## src/rtl/packetizer_s2mm_v2_if.sv

```systemverilog
// rtl/packetizer_s2mm_v2_if.sv - AXI-Stream-like beat interface carrying tlast/tuser framing
interface packetizer_s2mm_v2_if #(
    parameter int DATA_WIDTH = 32
);
    logic [DATA_WIDTH-1:0] tdata;
    logic                  tvalid;
    logic                  tready;
    logic                  tlast;
    logic                  tuser;

    modport master (output tdata, output tvalid, output tlast, output tuser, input tready);
    modport slave  (input tdata, input tvalid, input tlast, input tuser, output tready);
endinterface

```

## src/rtl/packetizer_s2mm_v2.sv

```systemverilog
// rtl/packetizer_s2mm_v2.sv - cuts a sample stream into fixed-length packets for the S2MM DMA
// Marks first/last beat, supports one-shot runs and applies config changes only at packet boundaries.
module packetizer_s2mm_v2 #(
    parameter int DATA_WIDTH = 32,
    parameter int CNT_WIDTH  = 32,
    parameter int PKT_WIDTH  = 32
) (
    input  logic                 aclk,
    input  logic                 aresetn,
    packetizer_s2mm_v2_if.slave  s_axis_data,
    packetizer_s2mm_v2_if.master m_axis_s2mm,
    input  logic [CNT_WIDTH-1:0] config_len,
    input  logic [PKT_WIDTH-1:0] config_npackets,
    output logic [CNT_WIDTH-1:0] counter,
    output logic [PKT_WIDTH-1:0] packet_count,
    output logic                 busy
);
    typedef enum logic [1:0] {
        ST_IDLE,
        ST_RUN,
        ST_DONE
    } state_t;

    state_t                state_q;
    logic [CNT_WIDTH-1:0]  len_q;
    logic [CNT_WIDTH-1:0]  cnt_q;
    logic [PKT_WIDTH-1:0]  np_q;
    logic [PKT_WIDTH-1:0]  pkt_q;
    logic                  m_valid_q;
    logic                  m_last_q;
    logic                  m_user_q;
    logic [DATA_WIDTH-1:0] m_data_q;

    logic                  s_ready_d;
    logic                  in_hs_d;
    logic                  beat_last_d;
    logic                  beat_user_d;
    logic [PKT_WIDTH-1:0]  pkt_inc_d;
    logic                  unused_in;

    // The input stream carries no framing of its own.
    assign unused_in = s_axis_data.tlast ^ s_axis_data.tuser;

    assign s_ready_d   = (state_q == ST_RUN) && (!m_valid_q || m_axis_s2mm.tready);
    assign in_hs_d     = s_axis_data.tvalid && s_ready_d;
    assign beat_user_d = (cnt_q == '0);
    assign beat_last_d = (cnt_q == len_q - CNT_WIDTH'(1));
    assign pkt_inc_d   = pkt_q + PKT_WIDTH'(1);

    always_ff @(posedge aclk or negedge aresetn) begin
        if (!aresetn) begin
            state_q   <= ST_IDLE;
            len_q     <= '0;
            cnt_q     <= '0;
            np_q      <= '0;
            pkt_q     <= '0;
            m_valid_q <= 1'b0;
            m_last_q  <= 1'b0;
            m_user_q  <= 1'b0;
            m_data_q  <= '0;
        end else begin
            // Unload and load may coincide; the load wins so no beat is lost.
            if (m_valid_q && m_axis_s2mm.tready) begin
                m_valid_q <= 1'b0;
            end
            if (in_hs_d) begin
                m_valid_q <= 1'b1;
                m_data_q  <= s_axis_data.tdata;
                m_last_q  <= beat_last_d;
                m_user_q  <= beat_user_d;
            end

            case (state_q)
                ST_IDLE: begin
                    if (config_len != '0) begin
                        len_q   <= config_len;
                        np_q    <= config_npackets;
                        cnt_q   <= '0;
                        pkt_q   <= '0;
                        state_q <= ST_RUN;
                    end
                end
                ST_RUN: begin
                    if (in_hs_d) begin
                        if (beat_last_d) begin
                            cnt_q <= '0;
                            pkt_q <= pkt_inc_d;
                            if (np_q != '0 && pkt_inc_d == np_q) begin
                                state_q <= ST_DONE;
                            end else if (config_len == '0) begin
                                state_q <= ST_IDLE;
                            end else begin
                                len_q <= config_len;
                                np_q  <= config_npackets;
                            end
                        end else begin
                            cnt_q <= cnt_q + CNT_WIDTH'(1);
                        end
                    end
                end
                ST_DONE: begin
                    if (config_len == '0) begin
                        state_q <= ST_IDLE;
                    end
                end
                default: state_q <= ST_IDLE;
            endcase
        end
    end

    assign s_axis_data.tready = s_ready_d;
    assign m_axis_s2mm.tvalid = m_valid_q;
    assign m_axis_s2mm.tdata  = m_data_q;
    assign m_axis_s2mm.tlast  = m_last_q;
    assign m_axis_s2mm.tuser  = m_user_q;
    assign counter            = cnt_q;
    assign packet_count       = pkt_q;
    assign busy               = (state_q == ST_RUN);
endmodule

```

## src/flat_wrapper.sv

```systemverilog
// flat-port wrapper written by rule: the top's interface ports become plain ports
module packetizer_s2mm_v2_flat 
#(
    parameter int DATA_WIDTH = 32,
    parameter int CNT_WIDTH  = 32,
    parameter int PKT_WIDTH  = 32
)
  (aclk, aresetn, config_len, config_npackets, counter, packet_count, busy, s_axis_data_tdata, s_axis_data_tvalid, s_axis_data_tlast, s_axis_data_tuser, s_axis_data_tready, m_axis_s2mm_tdata, m_axis_s2mm_tvalid, m_axis_s2mm_tlast, m_axis_s2mm_tuser, m_axis_s2mm_tready);
  packetizer_s2mm_v2_if #(.DATA_WIDTH(DATA_WIDTH)) s_axis_data_i ();
  packetizer_s2mm_v2_if #(.DATA_WIDTH(DATA_WIDTH)) m_axis_s2mm_i ();
  input  logic aclk;
  input  logic aresetn;
  input  logic [CNT_WIDTH-1:0] config_len;
  input  logic [PKT_WIDTH-1:0] config_npackets;
  output logic [CNT_WIDTH-1:0] counter;
  output logic [PKT_WIDTH-1:0] packet_count;
  output logic busy;
  input wire logic [$bits(s_axis_data_i.tdata)-1:0] s_axis_data_tdata;
  input wire logic [$bits(s_axis_data_i.tvalid)-1:0] s_axis_data_tvalid;
  input wire logic [$bits(s_axis_data_i.tlast)-1:0] s_axis_data_tlast;
  input wire logic [$bits(s_axis_data_i.tuser)-1:0] s_axis_data_tuser;
  output wire logic [$bits(s_axis_data_i.tready)-1:0] s_axis_data_tready;
  output wire logic [$bits(m_axis_s2mm_i.tdata)-1:0] m_axis_s2mm_tdata;
  output wire logic [$bits(m_axis_s2mm_i.tvalid)-1:0] m_axis_s2mm_tvalid;
  output wire logic [$bits(m_axis_s2mm_i.tlast)-1:0] m_axis_s2mm_tlast;
  output wire logic [$bits(m_axis_s2mm_i.tuser)-1:0] m_axis_s2mm_tuser;
  input wire logic [$bits(m_axis_s2mm_i.tready)-1:0] m_axis_s2mm_tready;
  assign s_axis_data_i.tdata = s_axis_data_tdata;
  assign s_axis_data_i.tvalid = s_axis_data_tvalid;
  assign s_axis_data_i.tlast = s_axis_data_tlast;
  assign s_axis_data_i.tuser = s_axis_data_tuser;
  assign s_axis_data_tready = s_axis_data_i.tready;
  assign m_axis_s2mm_tdata = m_axis_s2mm_i.tdata;
  assign m_axis_s2mm_tvalid = m_axis_s2mm_i.tvalid;
  assign m_axis_s2mm_tlast = m_axis_s2mm_i.tlast;
  assign m_axis_s2mm_tuser = m_axis_s2mm_i.tuser;
  assign m_axis_s2mm_i.tready = m_axis_s2mm_tready;
  packetizer_s2mm_v2 #(.DATA_WIDTH(DATA_WIDTH), .CNT_WIDTH(CNT_WIDTH), .PKT_WIDTH(PKT_WIDTH)) u_core (.aclk(aclk), .aresetn(aresetn), .s_axis_data(s_axis_data_i), .m_axis_s2mm(m_axis_s2mm_i), .config_len(config_len), .config_npackets(config_npackets), .counter(counter), .packet_count(packet_count), .busy(busy));
endmodule
```

## config.mk

```make
export PLATFORM = sky130hd
export DESIGN_NAME = packetizer_s2mm_v2_flat
export DESIGN_NICKNAME = d
export VERILOG_FILES = /design/src/rtl/packetizer_s2mm_v2_if.sv /design/src/rtl/packetizer_s2mm_v2.sv /design/src/flat_wrapper.sv
export SDC_FILE = /design/constraint.sdc
export NUM_CORES = 1
export LEC_CHECK = 0
export ABC_CLOCK_PERIOD_IN_PS = 4700
export CAP_MARGIN = 10
export CORE_ASPECT_RATIO = 0.75
export CORE_UTILIZATION = 49
export DETAILED_ROUTE_END_ITERATION = 8
export PLACE_DENSITY = 0.77
export RECOVER_POWER = 100
export SYNTH_ARGS = -nofsm -noshare
export SYNTH_HDL_FRONTEND = slang
export SYNTH_SLANG_ARGS = --single-unit
```

## constraint.sdc

```tcl
create_clock -name aclk -period 4.7 [get_ports aclk]
set_input_delay 1.175 -clock aclk [delete_from_list [all_inputs] [get_ports aclk]]
set_output_delay 1.175 -clock aclk [all_outputs]
set_load 0.02 [all_outputs]
```

Word level (Yosys, flattened, before mapping). Index checks and enable logic that the tools add are counted.

Word-level logic and storage cells: 65. Bits of input ports: 102. ROM bits: 0. Output and inout bits: 101. Register bits after elaboration: 165. Memories: 0. Bits in latches: 0. Bits in writable memories: 0.

Reductions and logical operators: 17. Eq/ne operators: 9. Add/sub/neg operators: 3. Divide/modulo/power cells: 0. Multiplexer cells: 27. Shift operators: 0. $mul: 0. Order comparisons: 0. Bitwise logic cells: 0.

Operators by type and width (number): $mux 32 (15); $pmux 32 s2 (4); $add 32x1->32 const B (2); $eq 32x32->1 (2); $logic_not 32->1 (2); $reduce_bool 32->1 (2); $sub 32x1->32 const B (1); $mux 2 (5); $ne 2x1->1 const B (3); $pmux 2 s3 (1); $reduce_and 3->1 (2); $reduce_and 6->1 (1); $logic_and 1x1->1 (4); $ne 2x2->1 const B (2); $reduce_and 4->1 (1); $reduce_bool 2->1 (2); $eq 2x1->1 const B (1); $eq 2x2->1 const B (1); $logic_not 2->1 (1); $mux 1 (2); $logic_not 1->1 (1); $logic_or 1x1->1 (1).

Depth between registers and ports, before layout. Gate-level depths: netlist of run 1.

Depth after elaboration: 7. Mapped depth: 14. Mapped depth without buffers: 11.

Worst setup path after synthesis of run 1. OpenSTA, ideal clock, no wires.

Path kind: register to register. Start point: reg u_core.pkt_q[0] (netlist: u_core.packet_count[0]). End point: reg u_core.len_q[0]. Arrival time: 3.535 ns. Clock period less this slack: 3.660 ns. Stages on the path, launching flop included: 14. Path buffers: 3. Setup slack: 1.040 ns. Path through: dfrtp_1 ha_1 clkbuf_1 nand3_1 nor4_2 nand4_1 a2111oi_1 nand4_1 nor4_1 and4_1 o31a_1 buf_6 buf_12 mux2_4.

Cells in the longest elaborated chain, start to end: 5.

Ends and longest elaborated chain: from (decl) (RTL line packetizer_s2mm_v2.sv:28) `logic [PKT_WIDTH-1:0] pkt_q;`; from (signal assigned) (RTL line packetizer_s2mm_v2.sv:87) `pkt_q <= pkt_inc_d;`; $add 32x1->32 (RTL line packetizer_s2mm_v2.sv:48) `assign pkt_inc_d = pkt_q + PKT_WIDTH'(1);`; $eq 32x32->1 (RTL line packetizer_s2mm_v2.sv:88) `if (np_q != '0 && pkt_inc_d == np_q) begin`; $logic_and 1x1->1 (RTL line packetizer_s2mm_v2.sv:88); $ne 2x2->1 (no source line); $reduce_and 6->1 (no source line); to (signal assigned) (RTL line packetizer_s2mm_v2.sv:76) `len_q <= config_len;`; to (signal assigned) (RTL line packetizer_s2mm_v2.sv:93) `len_q <= config_len;`; to (decl) (RTL line packetizer_s2mm_v2.sv:25) `logic [CNT_WIDTH-1:0] len_q;`.

No other way between the ends. A chain may end at the register's enable or synchronous reset.

Final worst setup path of run 1.
Start point: reg u_core.pkt_q[1] (netlist: u_core.packet_count[1]). End point: reg u_core.np_q[21].

Cells in the longest elaborated chain, start to end: 5.

Ends and longest elaborated chain: $add 32x1->32 (RTL line packetizer_s2mm_v2.sv:48); $eq 32x32->1 (RTL line packetizer_s2mm_v2.sv:88); $logic_and 1x1->1 (RTL line packetizer_s2mm_v2.sv:88); $ne 2x2->1 (no source line); $reduce_and 6->1 (no source line); to (signal assigned) (RTL line packetizer_s2mm_v2.sv:77) `np_q <= config_npackets;`; to (signal assigned) (RTL line packetizer_s2mm_v2.sv:94) `np_q <= config_npackets;`; to (decl) (RTL line packetizer_s2mm_v2.sv:27) `logic [PKT_WIDTH-1:0] np_q;`.

No other way between the ends.

==> flow_metrics.env, run 1 <==
export IMPL_status="complete, but fails checks"
export IMPL_violations="max-capacitance violations, max-slew violations"
export IMPL_fin_crit_ns=4.38
export IMPL_drv_cap=5
export IMPL_synth_top_family_by_area="simple AND/OR/NAND/NOR gates"
export IMPL_slew_limit_headroom=-0.351
export IMPL_post_cts_resize_count=0
export IMPL_syn_cell_area_mm2=0.0101
export IMPL_final_common_cell="dfrtp_1"
export IMPL_vdd_drop_max_mv=0.235
export IMPL_grt_max_degree=77
export IMPL_holdBufCountCts=0
export IMPL_powerDensity_mw_per_mm2=294
export IMPL_syn_inst=1060
export IMPL_ys_types=80
export IMPL_crit_type="reg2reg"
export IMPL_dieHeight_um=127
export IMPL_cts_root_buf="clkbuf_16"
export IMPL_slowest_delay_ns=0.65
export IMPL_grt_pass1_wl_um=47700
export IMPL_hold_path_class="reg2reg"
export IMPL_crit_family="simple AND/OR/NAND/NOR gates"
export IMPL_crit_buf_inv=1
export IMPL_clk_path_buf_depth=2
export IMPL_end_kind="register"
export IMPL_final_setup_viol_count=0
export IMPL_fin_nets=1332
export IMPL_postRouteAntennaNets=0
export IMPL_grt_pass1_vias=8684
export IMPL_min_period_over_period=0.932
export IMPL_synth_area_leaders="dfrtp_1, mux2_4, xnor2_1"
export IMPL_synth_area_leader_cell="dfrtp_1"
export IMPL_viasPerCell=6.08
export IMPL_cpMostUsedCell="nand4_1"
export IMPL_rsz0062_at_grt="false"
export IMPL_die_w_um=168
export IMPL_required_ns=5.02
export IMPL_fmax_mhz=228
export IMPL_syn_nets=1166
export IMPL_avgSynthCellArea_um2=9.57
export IMPL_finalWirelength_um=29700
export IMPL_numCtsBuffers=17
export IMPL_via_count=9095
export IMPL_cp_start_kind="register"
export IMPL_clock_skew_ns=0.0104
export IMPL_tritoncts="yes"
export IMPL_fin_tns_setup_ns=0
export IMPL_placementRows=45
export IMPL_synth_edf_count=0
export IMPL_timing_final_max_slew_violations=210
export IMPL_clock_latency_ns=0.44
export IMPL_yosys_warnings=0
export IMPL_core_area_mm2=0.0203
export IMPL_antenna_cells=0
export IMPL_ys_seq_elements=165
export IMPL_grt_antenna_before_repair=0
export IMPL_cp_arrival_ns=4.69
export IMPL_routedWlPerCell_um=19.9
export IMPL_synth_ff_type="dfrtp_1"
export IMPL_cp_cell_sequence="ha_1, nand3_1, nor4_2, nand4_1, a2111oi_0, nand4_1, nor4_1, and4_1, o31a_2, buf_6, mux2_1"
export IMPL_yosys_area_share_simple=0.233
export IMPL_clk_pin_slew_ns=0.07
export IMPL_critPathMaxFanout=27
export IMPL_hold_viol_final=0
export IMPL_leakage_nw=5.39
export IMPL_drcViolationCount=0
export IMPL_fin_area_mm2=0.0126
export IMPL_synth_compound_area_share=0.118
export IMPL_async_flop_share=1.00
export IMPL_cts_setup_buffers=0
export IMPL_syn_to_final_growth_pct=24.1
export IMPL_first_pass_iters=5
export IMPL_io_pins=203
export IMPL_track_usage=0.287
export IMPL_timing_hold_ws_ns=0.471
export IMPL_drive_gt1_frac=0.0549
export IMPL_die_area_mm2=0.0213
export IMPL_htree_levels=4
export IMPL_initialDrtViolationCount=929
export IMPL_synth_xor_area_frac=0.0924
export IMPL_gp_congestion=0.937
export IMPL_hpwl_um=21300
export IMPL_placed_area_mm2=0.0122
export IMPL_overflow=0
export IMPL_worst_pin_slew_ns=2.03
export IMPL_layout_common_cells="dfrtp_1, nand2_1, dlygate4sd3_1"
export IMPL_start_util=0.500
export IMPL_port_buffers=200
export IMPL_crit_slowest_cell="nor4_2"
export IMPL_cts_sinks=165
export IMPL_yosysTopAreaCellShare=0.407
export IMPL_yosysSeqAreaShare=0.407
export IMPL_synthAdderAreaFrac=0.00493
export IMPL_synthMuxAreaShare=0.0962
==> area by class of cell <==
type | count | area, um2
flip-flops and latches | 165 | 4130
inverters | 21 | 78.8
repair buffers | 218 | 2130
clock buffers | 20 | 457
well taps | 258 | 323
fillers | 1739 | 7680
clock inverters | 11 | 151
multi-input cells | 803 | 5320
==> metrics by stage <==
stage,std cells,setup slack [ns],power (mW),util
after CTS,1496,0.393,3.76,0.634
after global routing,1496,0.170,3.84,0.621
final,1496,0.321,3.70,0.621
after floorplan,1060,1.04,1.95,-
after detailed placement,1465,0.449,2.30,0.604
after global placement,1465,0.563,2.29,0.604
==> flip-flops by register name (all words and copies together) (netlist names) <==
name and count:
u_core.m_axis_s2mm.tvalid 1, u_core.m_axis_s2mm.tdata 32, u_core.state_q 2, u_core.counter 32
u_core.m_axis_s2mm.tuser 1, u_core.len_q 32, u_core.np_q 32, u_core.packet_count 32
u_core.m_axis_s2mm.tlast 1
==> worst register-to-register path: stages (launching register included) <==
cell and delay (ns):
dfrtp_1 0.43, ha_1 0.33, nand3_1 0.25, nor4_2 0.65, nand4_1 0.27, a2111oi_0 0.49
nand4_1 0.18, nor4_1 0.43, and4_1 0.33, o31a_2 0.21, buf_6 0.29, mux2_1 0.39
==> Yosys cell counts, drive strengths merged (3+ instances only) <==
cell type	n
dfrtp	165
nand2	144
nor2	73
xnor2	65
mux2	64
nor4	45
a31oi	44
xor2	42
clkbuf	41
nand4	34
buf	30
nand3	30
nor3	29
o21ai	25
and3	21
inv	20
a21oi	18
and4	11
nor2b	11
o31ai	11
a22o	10
or4	10
a21o	8
or3	8
and2	6
nand2b	6
nand4b	6
o31a	5
a211oi	4
ha	4
nor3b	4
nor4b	4
o2111ai	4
o211ai	4
o21a	4
or2	4
a2111oi	3
a31o	3
a41oi	3
and4b	3
mux2i	3
==> kinds of logic after synthesis <==
logic type,after synthesis
simple gates,456
fa+ha+maj,4
compound gates,169
xor+xnor,107
flops,165
buf+inv,92
mux,67
==> worst paths after layout <==
| path | start | cells past startpoint | endpoint | slack, ns |
|---|---|---|---|---|
| worst max-delay path | u_core.packet_count[1] | 11 | u_core.np_q[21] | 0.32 |
| worst min-delay path | u_core.m_axis_s2mm.tdata[29] | 2 | u_core.m_axis_s2mm.tdata[29] | 0.47 |
| worst max register to register | u_core.packet_count[1] | 11 | u_core.np_q[21] | 0.32 |
| min in group asynchronous | aresetn | 1 | u_core.len_q[4] | 1.30 |
| max in group asynchronous | aresetn | 2 | u_core.np_q[10] | 0.94 |
| worst min register to register | u_core.m_axis_s2mm.tdata[29] | 2 | u_core.m_axis_s2mm.tdata[29] | 0.47 |
==> layer usage <==
layer  GRT usage  wire length (um)  up-vias  part of all wire
li1            -                 -     4185                 -
met1       0.415             13800     4441              0.46
met2       0.416             12500      429              0.42
met3      0.0861              3050       40              0.10
met4      0.0759               407        0             0.014
met5           0                 0        -                 0
==> where the power goes <==
group / total (mW) / switching [mW] / internal, mW
Clock: 1.46 / 0.600 / 0.863
Combinational: 0.613 / 0.326 / 0.287
Sequential: 1.62 / 0.109 / 1.51
Power figures use the tool's default switching activity.
==> run 2: changes to the inputs <==
CTS_BUF_LIST = sky130_fd_sc_hd__clkbuf_4 sky130_fd_sc_hd__clkbuf_8   (was not set)
==> flow_metrics.env, run 2 (synthesized netlist as in run 1, its figures left out) <==
export IMPL_routedWlPerCell_um=19.7
export IMPL_cts_sinks=165
export IMPL_cp_start_kind="register"
export IMPL_clock_latency_ns=0.46
export IMPL_place_ws_ns=0.449
export IMPL_fmax_mhz=227
export IMPL_syn_to_final_growth_pct=22.3
export IMPL_end_kind="register"
export IMPL_htree_levels=4
export IMPL_port_buffers=200
export IMPL_viasPerCell=6.07
export IMPL_antenna_cells=0
export IMPL_fin_crit_ns=4.40
export IMPL_drcViolationCount=0
export IMPL_hold_path_class="reg2reg"
export IMPL_fin_nets=1332
export IMPL_layout_common_cells="dfrtp_1, nand2_1, dlygate4sd3_1"
export IMPL_crit_type="reg2reg"
export IMPL_slew_limit_headroom=-0.328
export IMPL_finalWirelength_um=29500
export IMPL_cts_root_buf="clkbuf_8"
export IMPL_final_setup_viol_count=0
export IMPL_die_w_um=168
export IMPL_reg2reg_from="u_core.packet_count[1]"
export IMPL_hpwl_um=21300
export IMPL_cp_arrival_ns=4.74
export IMPL_min_period_over_period=0.937
export IMPL_grt_antenna_before_repair=0
export IMPL_fin_ws_ns=0.298
export IMPL_critPathMaxFanout=27
export IMPL_io_pins=203
export IMPL_placed_area_mm2=0.0122
export IMPL_holdBufCountCts=0
export IMPL_placementRows=45
export IMPL_die_area_mm2=0.0213
export IMPL_grt_pass1_vias=8594
export IMPL_hold_start="u_core.m_axis_s2mm.tdata[29]"
export IMPL_start_util=0.500
export IMPL_numCtsBuffers=17
export IMPL_core_area_mm2=0.0203
export IMPL_powerDensity_mw_per_mm2=269
export IMPL_track_usage=0.284
export IMPL_dieHeight_um=127
export IMPL_clk_pin_slew_ns=0.09
export IMPL_clk_path_buf_depth=2
export IMPL_power_mw=3.33
export IMPL_hold_viol_final=0
export IMPL_overflow=0
export IMPL_first_pass_iters=6
export IMPL_rsz0062_at_grt="false"
export IMPL_grt_pass1_wl_um=47500
export IMPL_worst_pin_slew_ns=1.99
export IMPL_gp_congestion=0.937
export IMPL_required_ns=5.04
export IMPL_final_common_cell="dfrtp_1"
export IMPL_initialDrtViolationCount=949
export IMPL_clock_skew_ns=0.0133
export IMPL_drive_gt1_frac=0.0557
export IMPL_grt_max_degree=77
export IMPL_r2r_slack_ns=0.30
export IMPL_post_cts_resize_count=0
export IMPL_crit_start="u_core.packet_count[1]"
export IMPL_fin_area_mm2=0.0124
export IMPL_via_count=9078
export IMPL_timing_final_max_slew_violations=210
export IMPL_timing_hold_ws_ns=0.477
export IMPL_violations="max-capacitance violations, max-slew violations"
export IMPL_fin_tns_setup_ns=0
export IMPL_vdd_drop_max_mv=0.189
export IMPL_tritoncts="yes"
export IMPL_postRouteAntennaNets=0
export IMPL_status="complete, but fails checks"
export IMPL_cts_setup_buffers=0
export IMPL_leakage_nw=5.31
export IMPL_drv_cap=5
[run 2: cell count changes in the layout (fill, tap and decap cells not counted)]
cell	delta
clkbuf_8	+17
clkbuf_1	-1
clkbuf_4	+1
clkbuf_16	-17
[run 2: layer usage]
| metal | vias to the layer above | wire [um] | track usage |
|---|---|---|---|
| li1 | 4199 | - | - |
| met4 | 0 | 250 | 0.0684 |
| met3 | 18 | 3120 | 0.0864 |
| met1 | 4405 | 13800 | 0.419 |
| met5 | - | 0 | 0 |
| met2 | 456 | 12400 | 0.406 |
[run 2: final timing paths]
kind / end / cells after the start
worst max register to register: u_core.np_q[21] / 11
worst min-delay path: u_core.m_axis_s2mm.tdata[29] / 2
worst max-delay path: u_core.np_q[21] / 11
worst min register to register: u_core.m_axis_s2mm.tdata[29] / 2
min in group asynchronous: u_core.len_q[4] / 1
max in group asynchronous: u_core.np_q[10] / 2
[run 2: report_power, final]
| part | total, mW | internal, mW | switching (mW) | leakage (nW) |
|---|---|---|---|---|
| combinational | 0.612 | 0.287 | 0.325 | 3.02 |
| clock | 1.10 | 0.559 | 0.544 | 0.201 |
| sequential | 1.62 | 1.51 | 0.108 | 2.09 |
| total | 3.33 | 2.35 | 0.977 | 5.31 |
[run 2: cell type report]
class | instances | area, um2
clock buffer | 20 | 269
timing repair buffer | 218 | 2130
fill | 1761 | 7870
multi-input combinational | 803 | 5320
inverter | 21 | 78.8
clock inverter | 11 | 151
sequential | 165 | 4130
tap | 258 | 323
[run 2: stage by stage]
stage / instances / utilization
final: 1496 / 0.612
after global routing: 1496 / 0.612
after CTS: 1496 / 0.624
after detailed placement: 1465 / 0.604
after global placement: 1465 / 0.604
after floorplan: 1060 / -
[run 2: critical path: stages, from the launching register on]
cell	delay [ns]
dfrtp_1	0.44
ha_1	0.34
nand3_1	0.25
nor4_2	0.64
nand4_1	0.27
a2111oi_0	0.51
nand4_1	0.19
nor4_1	0.43
and4_1	0.32
o31a_2	0.21
buf_6	0.29
mux2_1	0.38
